===== config.mk =====
export PLATFORM = sky130hd
export DESIGN_NAME = dmem_arbiter
export DESIGN_NICKNAME = d
export VERILOG_FILES = /design/src/rtl/dmem_arb_pkg.sv /design/src/rtl/rr_pick2.sv /design/src/rtl/dmem_arbiter.sv
export SDC_FILE = /design/constraint.sdc
export NUM_CORES = 1
export LEC_CHECK = 0
export CAP_MARGIN = 20
export CORE_UTILIZATION = 36
export CTS_CLUSTER_DIAMETER = 80
export DETAILED_ROUTE_END_ITERATION = 6
export HOLD_SLACK_MARGIN = 0.08
export PLACE_DENSITY = 0.88
export SYNTH_ARGS = -nofsm -noshare
export SYNTH_HDL_FRONTEND = slang
export SYNTH_SLANG_ARGS = --single-unit
export TNS_END_PERCENT = 100

===== constraint.sdc =====
create_clock -name clk -period 4.1 [get_ports clk]
set_clock_uncertainty 0.05 [all_clocks]
set_input_delay 0.82 -clock clk [delete_from_list [all_inputs] [get_ports clk]]
set_output_delay 0.82 -clock clk [all_outputs]
set_load 0.02 [all_outputs]

===== src/rtl/dmem_arb_pkg.sv =====
// Shared types and constants for the data-memory arbiter.
package dmem_arb_pkg;

   typedef enum logic [1:0] {
      IDLE  = 2'd0,
      LOCK0 = 2'd1,
      LOCK1 = 2'd2
   } state_t;

   localparam int NUM_PORTS = 2;
   localparam int PORT_CPU  = 0;
   localparam int PORT_DMA  = 1;

endpackage


===== src/rtl/rr_pick2.sv =====
// Two-way combinational picker: a lone valid requester wins; on contention
// the pointer decides, unless fixed priority forces port 0.
module rr_pick2
   import dmem_arb_pkg::*;
(
   input  logic [NUM_PORTS-1:0] valid_i,
   input  logic                 ptr_i,
   input  logic                 fixed_prio_i,
   output logic [NUM_PORTS-1:0] grant_o
);

   // one-hot grant from the valid vector and the turn pointer
   always_comb begin
      grant_o = valid_i;
      if (valid_i == 2'b11) begin
         grant_o = (ptr_i && !fixed_prio_i) ? 2'b10 : 2'b01;
      end
   end

endmodule


===== src/rtl/dmem_arbiter.sv =====
// Data-memory arbiter between the CPU load/store port (0) and the DMA /
// program-loader port (1). Round-robin on contention, optional per-port lock
// for atomic sequences, one-cycle registered response.
// Build option: DMEM_ARB_FIXED_PRIO_EN makes port 0 always win contention
// in IDLE and removes the round-robin pointer.
module dmem_arbiter
   import dmem_arb_pkg::*;
#(
   parameter int ADDRESS_WIDTH = 16,
   parameter int DATA_WIDTH    = 32
) (
   input  logic                     clk,
   input  logic                     rst,
   input  logic [NUM_PORTS-1:0]     req_valid,
   output logic [NUM_PORTS-1:0]     req_ready,
   input  logic [NUM_PORTS-1:0]     req_we,
   input  logic [NUM_PORTS-1:0]     req_lock,
   input  logic [ADDRESS_WIDTH-1:0] req_addr0,
   input  logic [ADDRESS_WIDTH-1:0] req_addr1,
   input  logic [DATA_WIDTH-1:0]    req_wdata0,
   input  logic [DATA_WIDTH-1:0]    req_wdata1,
   output logic [NUM_PORTS-1:0]     rsp_valid,
   output logic [DATA_WIDTH-1:0]    rsp_rdata,
   output logic [DATA_WIDTH-1:0]    mem_addr,
   output logic                     mem_wen,
   output logic [DATA_WIDTH-1:0]    mem_wdata,
   input  logic [DATA_WIDTH-1:0]    mem_rdata
);

   state_t                   state_q;
   logic [NUM_PORTS-1:0]     rsp_valid_q;
   logic [DATA_WIDTH-1:0]    rsp_rdata_q;
   logic [DATA_WIDTH-1:0]    rsp_rdata_d;
   logic [NUM_PORTS-1:0]     pick_grant;
   logic                     rr_ptr;
   logic                     fixed_prio;
   logic                     xfer;
   logic                     grant_port;
   logic                     we_sel;
   logic                     lock_sel;
   logic [ADDRESS_WIDTH-1:0] addr_sel;

`ifdef DMEM_ARB_FIXED_PRIO_EN
   assign rr_ptr     = 1'b0;
   assign fixed_prio = 1'b1;
`else
   logic rr_ptr_q;

   assign rr_ptr     = rr_ptr_q;
   assign fixed_prio = 1'b0;

   // turn pointer: after a transfer from port i the other port has priority
   always_ff @(posedge clk) begin
      if (rst) begin
         rr_ptr_q <= 1'b0;
      end else if (xfer) begin
         rr_ptr_q <= ~grant_port;
      end
   end
`endif

   rr_pick2 u_pick (
      .valid_i      (req_valid),
      .ptr_i        (rr_ptr),
      .fixed_prio_i (fixed_prio),
      .grant_o      (pick_grant)
   );

   // accept: picker result when idle, only the owner while locked, none in reset
   always_comb begin
      req_ready = '0;
      if (!rst) begin
         case (state_q)
            LOCK0:   req_ready[PORT_CPU] = req_valid[PORT_CPU];
            LOCK1:   req_ready[PORT_DMA] = req_valid[PORT_DMA];
            default: req_ready = pick_grant;
         endcase
      end
   end

   // ready is only ever raised on a valid port, so any ready bit is a transfer
   assign xfer       = |req_ready;
   assign grant_port = req_ready[PORT_DMA];
   assign we_sel     = req_we[grant_port];
   assign lock_sel   = req_lock[grant_port];
   assign addr_sel   = grant_port ? req_addr1 : req_addr0;

   assign mem_addr   = DATA_WIDTH'(addr_sel);
   assign mem_wdata  = grant_port ? req_wdata1 : req_wdata0;
   assign mem_wen    = xfer & we_sel;

   // writes return zero data; reads capture the memory's combinational output
   assign rsp_rdata_d = (xfer && !we_sel) ? mem_rdata : '0;

   // lock FSM and response register
   always_ff @(posedge clk) begin
      if (rst) begin
         state_q     <= IDLE;
         rsp_valid_q <= '0;
         rsp_rdata_q <= '0;
      end else begin
         rsp_valid_q <= req_ready;
         rsp_rdata_q <= rsp_rdata_d;
         if (xfer) begin
            if (lock_sel) begin
               state_q <= grant_port ? LOCK1 : LOCK0;
            end else begin
               state_q <= IDLE;
            end
         end
      end
   end

   assign rsp_valid = rsp_valid_q;
   assign rsp_rdata = rsp_rdata_q;

endmodule

==> flow_summary_export.csv, run 1 <==
group,metric,value,unit
outcome,run_status,"finished clean",
timing,finalSetupViolations,0,
timing,final_hold_viol_count,0,
logic_synthesis,synth.top_cells.by_area,"sky130_fd_sc_hd__dfxtp_1, sky130_fd_sc_hd__o41ai_2, sky130_fd_sc_hd__mux2_4, sky130_fd_sc_hd__nand4_1, sky130_fd_sc_hd__nor2b_1",
finish,layout-area-overhead-vs-synth,79.0,%
drt,first_pass_iters,4,
timing,finalWorstPathRequiredPeriod,3.83,ns
setup_path,reg2reg_to,"rsp_rdata[19]",
drt,wl_met2,5.71,mm
power_and_ir_drop,cellPowerDensity,242,nW/um^2
die,core_region_area,7770,um^2
power_and_ir_drop,static-leakage-power,2.21,nW
clock_tree,cts_hold_fix_bufs,0,
die,die_y,92.0,um
finish,finish.instance_area,5220,um^2
die,die-width,92.0,um
flow_run,drv.max_cap_violation_count,0,
setup_path,worst-path-buf-inv,3,
die,io-pin-count,237,
setup_path,reg2reg_slack,2.16,ns
min_path,hp-start,"rr_ptr",
clock_tree,post_cts_buffers,0,
drt,met3WireLength,693,um
drt,drc,0,
power_and_ir_drop,p_seq_share,30.9,%
die,floorplan.die_area,8460,um^2
grt,pin_count_of_the_biggest_net_entering_global_routing,37,
drt,wire_per_inst,17.6,um
placement,finalWeightedCongestion,0.826,
setup_path,cpLargestDelayFamily,"buffers and inverters",
drt,num_vias,3003,
logic_synthesis,synth_seq_cells,37,
die,start_util,37.5,%
setup_path,worst_ep_arrival_time,2.96,ns
setup_path,cp_cell_sequence,"clkdlybuf4s50_1 -> nor2b_2 -> and3_4 -> buf_12 -> mux2_4 -> clkdlybuf4s50_1",
grt,grt_overflow,0,
grt,track_usage,24.0,%
die,std_cell_rows,32,
power_and_ir_drop,vdd_drop_max,166,uV
logic_synthesis,synthesis.instances,286,
drt,avgViaCountPerCell,5.03,
timing,setup_tns,0,ns
clock_tree,clock_latency_at_the_later_pin_of_the_worst_skew_pair,0.28,ns
power_and_ir_drop,power.net_switching,0.432,mW
placement,placement.io_buffers,220,
placement,dp.final_hpwl,8.25,mm
clock_tree,tritoncts_num_sinks,37,
grt,grt_pass1_vias,2929,
logic_synthesis,syn_area,2910,um^2
setup_path,critPathMostFrequentCell,"sky130_fd_sc_hd__clkdlybuf4s50_1",
clock_tree,cts-buffers-inserted,5,
logic_synthesis,syn_avg_cell_area,10.2,um^2
finish,drive_above_1_share,20.0,%
setup_path,setup.worst_path.class,"input port to output pin",
setup_path,cp_num_cells,6,
logic_synthesis,synth_top_cell_by_area,"sky130_fd_sc_hd__dfxtp_1",
drt,remaining_antenna_violation_count,0,
drt,dr_iter_0_viols,85,
grt,first_pass_grt_wire_length,15.8,mm
timing,share_of_the_cycle_needed_by_the_critical_path_after_routing,93.4,%
setup_path,crit_path_top_delay_cell,"sky130_fd_sc_hd__clkdlybuf4s50_1",
power_and_ir_drop,fraction_of_power_consumed_by_the_clock_network,20.1,%
placement,place.detailed.instances,588,
clock_tree,cts_tree,"yes",
power_and_ir_drop,cellInternalPower,0.830,mW
power_and_ir_drop,power.switching_fraction,34.2,%
setup_path,worst-r2r-cell-count,6,
clock_tree,clock_path_buffers,2,
min_path,hold_path.class,"register to register",
clock_tree,path_clk_slew,0.07,ns
clock_tree,htreeDepth,2,
logic_synthesis,synthDistinctLibCells,25,
setup_path,cp_max_fo,22,
drt,routedLengthMet1,3.80,mm
timing,clock.fmax,261,MHz
min_path,hold_path_end,"rr_ptr",
placement,dpl_cell_area,5130,um^2
timing,setup_repair_after_global_routing_missed_its_margin,"false",
setup_path,r2r_start,"state_q[0]",
timing,timing.final.max_slew_violations,0,
power_and_ir_drop,p_comb_share,49.1,%
timing,tightest_slew,0.554,ns
logic_synthesis,ys_seq_area_share,25.4,%
clock_tree,post_cts_resized,0,
logic_synthesis,synth_largest_type_area_fraction,25.4,%
setup_path,worst_setup_path_start_kind,"input port",
setup_path,end_kind,"output pin",
drt,top_layer_used,"met4",
finish,layout.nets,631,
finish,layout.cells.non_filler,597,
drt,routed_wl,10.5,mm
setup_path,critPathRequiredTime,3.23,ns
min_path,min_path_cells,2,
grt,antenna_found_initial,1,
power_and_ir_drop,finalPower,1.26,mW
timing,slew_headroom,63.1,%
setup_path,crit_path_max_incr_delay,0.54,ns
clock_tree,clock_tree.root_cell,"sky130_fd_sc_hd__clkbuf_8",
logic_synthesis,synth_warnings,0,
==> cells by family (layout without fill, tap and decap cells) <==
group | count (synthesis) | count (layout) | synth area share (%)
buffers and inverters | 83 | 276 | 14.4
AND/OR/NAND/NOR | 77 | 77 | 16.5
multiplexers | 48 | 48 | 23.1
AO/OA/AOI/OAI | 38 | 38 | 19.6
flip-flops | 37 | 37 | 25.4
adder cells (fa/ha/maj) | 2 | 2 | 0.859
other | 1 | 17 | 0.129
==> state kept, by name (all words and copies together), names as in the netlist <==
register,cells
rsp_rdata,32
state_q,2
rr_ptr,1
rsp_valid,2
==> routing by layer <==
| metal | up-vias | GRT usage, % |
|---|---|---|
| li1 | 1408 | - |
| met1 | 1438 | 24.6 |
| met2 | 136 | 47.6 |
| met3 | 21 | 5.39 |
| met4 | 0 | 6.90 |
| met5 | - | 0 |
==> per-stage QoR <==
step,hold slack [ns],utilization (%),setup WS (ns)
floorplan,0.403,-,1.25
global placement,0.421,66.0,0.308
detailed placement,0.455,66.0,0.265
CTS,0.471,67.1,0.258
global route,0.487,67.2,0.209
finish,0.465,67.2,0.269
==> tightest hold or removal path, stage by stage, from the launching register on <==
cell,delay [ns]
sky130_fd_sc_hd__dfxtp_1,0.35
sky130_fd_sc_hd__nor2_1,0.06
sky130_fd_sc_hd__nor2_1,0.07
==> synthesized netlist by cell type <==
| cell type | instances |
|---|---|
| sky130_fd_sc_hd__dfxtp_1 | 37 |
| sky130_fd_sc_hd__nand4_1 | 36 |
| sky130_fd_sc_hd__inv_1 | 35 |
| sky130_fd_sc_hd__mux2_4 | 35 |
| sky130_fd_sc_hd__nor2b_1 | 33 |
| sky130_fd_sc_hd__o41ai_2 | 33 |
| sky130_fd_sc_hd__buf_4 | 16 |
| sky130_fd_sc_hd__clkbuf_1 | 16 |
| sky130_fd_sc_hd__mux2_1 | 13 |
| sky130_fd_sc_hd__buf_2 | 9 |
| sky130_fd_sc_hd__buf_6 | 5 |
| sky130_fd_sc_hd__ha_1 | 2 |
| sky130_fd_sc_hd__inv_2 | 2 |
| sky130_fd_sc_hd__nand3_1 | 2 |
| sky130_fd_sc_hd__nor2_1 | 2 |
| sky130_fd_sc_hd__a21oi_1 | 1 |
| sky130_fd_sc_hd__a31o_1 | 1 |
| sky130_fd_sc_hd__a31o_2 | 1 |
| sky130_fd_sc_hd__and3_1 | 1 |
| sky130_fd_sc_hd__and3_4 | 1 |
| sky130_fd_sc_hd__conb_1 | 1 |
| sky130_fd_sc_hd__nand3b_1 | 1 |
| sky130_fd_sc_hd__o21a_1 | 1 |
| sky130_fd_sc_hd__o21ai_1 | 1 |
| sky130_fd_sc_hd__or2_1 | 1 |
==> layout by cell type, fill, tap and decap left out <==
master	Yosys	routed
sky130_fd_sc_hd__o21a_1	1	1
sky130_fd_sc_hd__buf_4	16	13
sky130_fd_sc_hd__nand3b_1	1	1
sky130_fd_sc_hd__inv_1	35	35
sky130_fd_sc_hd__clkinv_2	0	2
sky130_fd_sc_hd__inv_2	2	2
sky130_fd_sc_hd__nand3_1	2	1
sky130_fd_sc_hd__nand3_2	0	1
sky130_fd_sc_hd__o21ai_1	1	1
sky130_fd_sc_hd__and3_4	1	1
sky130_fd_sc_hd__nor2b_2	0	1
sky130_fd_sc_hd__clkdlybuf4s50_1	0	214
sky130_fd_sc_hd__and3_1	1	1
sky130_fd_sc_hd__clkbuf_8	0	5
sky130_fd_sc_hd__mux2_1	13	13
sky130_fd_sc_hd__dfxtp_1	37	37
sky130_fd_sc_hd__buf_12	0	3
sky130_fd_sc_hd__a31o_1	1	1
sky130_fd_sc_hd__or2_1	1	1
sky130_fd_sc_hd__mux2_4	35	35
sky130_fd_sc_hd__diode_2	0	1
sky130_fd_sc_hd__buf_2	9	1
sky130_fd_sc_hd__a31o_2	1	1
sky130_fd_sc_hd__a21oi_1	1	1
sky130_fd_sc_hd__ha_1	2	2
sky130_fd_sc_hd__o41ai_2	33	33
sky130_fd_sc_hd__nor2b_1	33	32
sky130_fd_sc_hd__nand4_1	36	36
sky130_fd_sc_hd__nor2_1	2	2
sky130_fd_sc_hd__conb_1	1	16
sky130_fd_sc_hd__clkinvlp_4	0	1
==> worst max-delay path by stage <==
stage / from / to / slack, ns
after CTS: req_valid[1] / mem_wdata[12] / 0.26
after floorplan: req_we[0] / mem_wen / 1.25
after global routing: req_valid[1] / mem_wdata[21] / 0.21
final: req_valid[1] / mem_wdata[12] / 0.27
after global placement: req_valid[1] / mem_wdata[21] / 0.31
after detailed placement: req_valid[1] / mem_wdata[12] / 0.27
==> power by group through the flow <==
stage	clock, mW	combinational (mW)	sequential (mW)
after floorplan	0	0.301	0.422
final	0.253	0.619	0.389
after CTS	0.261	0.623	0.390
after global routing	0.274	0.652	0.391
after detailed placement	0	0.621	0.398
after global placement	0	0.612	0.397
==> area by class of cell <==
type,count,area (um^2)
Timing Repair Buffer,231,2300
Clock inverter,3,17.5
Antenna cell,1,2.50
Inverter,37,139
Tap cell,102,128
Clock buffer,5,68.8
Multi-Input combinational cell,181,1820
Fill cell,584,2550
Sequential cell,37,741
(Power assumes the default switching activity.)
==> inputs of run 2 (changes only) <==
--- a/config.mk
+++ b/config.mk
@@ -10,7 +10,7 @@
 export CTS_CLUSTER_DIAMETER = 80
 export DETAILED_ROUTE_END_ITERATION = 6
 export HOLD_SLACK_MARGIN = 0.08
-export PLACE_DENSITY = 0.88
+export PLACE_DENSITY_LB_ADDON = 0.3
 export SYNTH_ARGS = -nofsm -noshare
 export SYNTH_HDL_FRONTEND = slang
 export SYNTH_SLANG_ARGS = --single-unit
==> run 2 against run 1 <==
  * Sequential cell count unchanged
  * Hold slack got worse by 0.0027 ns
  * Worst setup slack improved by 0.062 ns
  * Wire length increased by 4.1%
  * Sequential share of layout area about the same
  * Via count decreased by 1.3%
  * Largest power group unchanged
==> flow_summary_export.csv, run 2 (same netlist as run 1, synthesis figures left out) <==
group,metric,value,unit
outcome,run_status,"finished clean",
setup_path,worst_ep_arrival_time,2.90,ns
clock_tree,clock_path_buffers,2,
grt,first_pass_grt_wire_length,16.2,mm
power_and_ir_drop,p_comb_share,49.1,%
finish,largest_register_ff_count,32,
setup_path,cp_num_cells,6,
grt,pin_count_of_the_biggest_net_entering_global_routing,37,
finish,antenna_cells,0,
timing,clock.fmax,265,MHz
clock_tree,cts_hold_fix_bufs,0,
drt,remaining_antenna_violation_count,0,
clock_tree,post_cts_buffers,0,
clock_tree,path_clk_slew,0.07,ns
placement,dpl_cell_area,5140,um^2
grt,track_usage,25.0,%
grt,antenna_found_initial,0,
power_and_ir_drop,finalPower,1.28,mW
die,io-pin-count,237,
timing,final_hold_viol_count,0,
drt,avgViaCountPerCell,4.98,
placement,placement.setup.worst_slack,0.342,ns
finish,drive_above_1_share,20.1,%
clock_tree,cts_tree,"yes",
finish,finish.utilization,67.2,%
die,floorplan.die_area,8460,um^2
placement,finalWeightedCongestion,0.875,
setup_path,crit_path_top_delay_cell,"sky130_fd_sc_hd__clkdlybuf4s50_1",
finish,final_cell_mix,"sky130_fd_sc_hd__clkdlybuf4s50_1, sky130_fd_sc_hd__dfxtp_1, sky130_fd_sc_hd__nand4_1",
timing,tightest_slew,0.557,ns
setup_path,cpLargestDelayFamily,"buffers and inverters",
clock_tree,tritoncts_num_sinks,37,
timing,finalWorstPathRequiredPeriod,3.77,ns
setup_path,setup.worst_path.class,"input port to output pin",
setup_path,crit_path_max_incr_delay,0.54,ns
drt,num_vias,2965,
drt,first_pass_iters,4,
min_path,hold_path.class,"register to register",
setup_path,cp_cell_sequence,"clkdlybuf4s50_1 -> nor2b_2 -> and3_4 -> buf_4 -> mux2_1 -> clkdlybuf4s50_1",
placement,dp.final_hpwl,8.58,mm
setup_path,critPathMostFrequentCell,"sky130_fd_sc_hd__clkdlybuf4s50_1",
setup_path,end_kind,"output pin",
finish,final_common_cell,"sky130_fd_sc_hd__clkdlybuf4s50_1",
setup_path,cp_max_fo,13,
clock_tree,post_cts_resized,0,
clock_tree,clock_latency_at_the_later_pin_of_the_worst_skew_pair,0.28,ns
grt,grt_pass1_vias,2912,
finish,layout.nets,631,
setup_path,worst-path-buf-inv,3,
power_and_ir_drop,static-leakage-power,2.22,nW
power_and_ir_drop,power.switching_fraction,33.7,%
min_path,min_path_cells,2,
setup_path,worst_setup_path_start_kind,"input port",
drt,wire_per_inst,18.3,um
drt,dr_iter_0_viols,132,
die,die_y,92.0,um
die,core_region_area,7770,um^2
flow_run,drv.max_cap_violation_count,0,
timing,worst_hold_slack,0.462,ns
drt,routed_wl,10.9,mm
timing,final.setup.worst_slack,0.331,ns
die,std_cell_rows,32,
timing,finalSetupViolations,0,
power_and_ir_drop,cellInternalPower,0.848,mW
timing,share_of_the_cycle_needed_by_the_critical_path_after_routing,91.9,%
power_and_ir_drop,vdd_drop_max,162,uV
power_and_ir_drop,p_seq_share,30.4,%
die,start_util,37.5,%
power_and_ir_drop,fraction_of_power_consumed_by_the_clock_network,20.5,%
drt,drc,0,
setup_path,worst-r2r-cell-count,6,
power_and_ir_drop,cellPowerDensity,245,nW/um^2
clock_tree,htreeDepth,2,
finish,finish.instance_area,5220,um^2
finish,filler_cell_count,624,
placement,placement.io_buffers,220,
timing,setup_repair_after_global_routing_missed_its_margin,"false",
clock_tree,clock_tree.root_cell,"sky130_fd_sc_hd__clkbuf_8",
clock_tree,cts-buffers-inserted,5,
timing,setup_tns,0,ns
power_and_ir_drop,power.net_switching,0.431,mW
timing,timing.final.max_slew_violations,0,
finish,layout-area-overhead-vs-synth,79.2,%
finish,layout.cells.non_filler,595,
placement,place.detailed.instances,588,
timing,slew_headroom,62.9,%
grt,grt_overflow,0,
die,die-width,92.0,um
setup_path,critPathRequiredTime,3.23,ns
run 2: power by group through the flow:
| stage | clock network (mW) | registers [mW] | logic (mW) |
|---|---|---|---|
| floorplan | 0 | 0.422 | 0.301 |
| global placement | 0 | 0.397 | 0.621 |
| detailed placement | 0 | 0.398 | 0.629 |
| CTS | 0.270 | 0.389 | 0.631 |
| global route | 0.282 | 0.391 | 0.659 |
| finish | 0.262 | 0.389 | 0.628 |
run 2: area by class of cell:
type                       count  area, um^2  share of cell area [%]
multi-input combinational    181        1820                    34.8
tap                          102         128                    2.44
timing repair buffer         231        2310                    44.3
clock buffer                   7        86.3                    1.65
inverter                      37         139                    2.66
sequential                    37         741                    14.2
run 2: final timing paths:
| kind | slack [ns] | to | startpoint |
|---|---|---|---|
| hold / removal | 0.46 | state_q[1] | state_q[1] |
| hold reg to reg | 0.46 | state_q[1] | state_q[1] |
| setup reg to reg | 2.19 | rsp_rdata[24] | state_q[0] |
| setup / recovery | 0.33 | mem_addr[1] | req_valid[1] |
run 2: worst reg2reg max path: stages (launching register included):
cell	delay, ns
sky130_fd_sc_hd__dfxtp_1	0.33
sky130_fd_sc_hd__inv_1	0.06
sky130_fd_sc_hd__ha_1	0.34
sky130_fd_sc_hd__o21a_1	0.24
sky130_fd_sc_hd__nand3_2	0.11
sky130_fd_sc_hd__buf_4	0.47
sky130_fd_sc_hd__o41ai_2	0.18
run 2: per-layer routing:
layer  wire length, um  vias to the layer above  GRT usage [%]
met1              4210                     1407           27.5
met5                 0                        -              0
met2              5710                      133           47.0
li1                  -                     1407              -
met3               698                       18           5.39
met4               291                        0           8.85
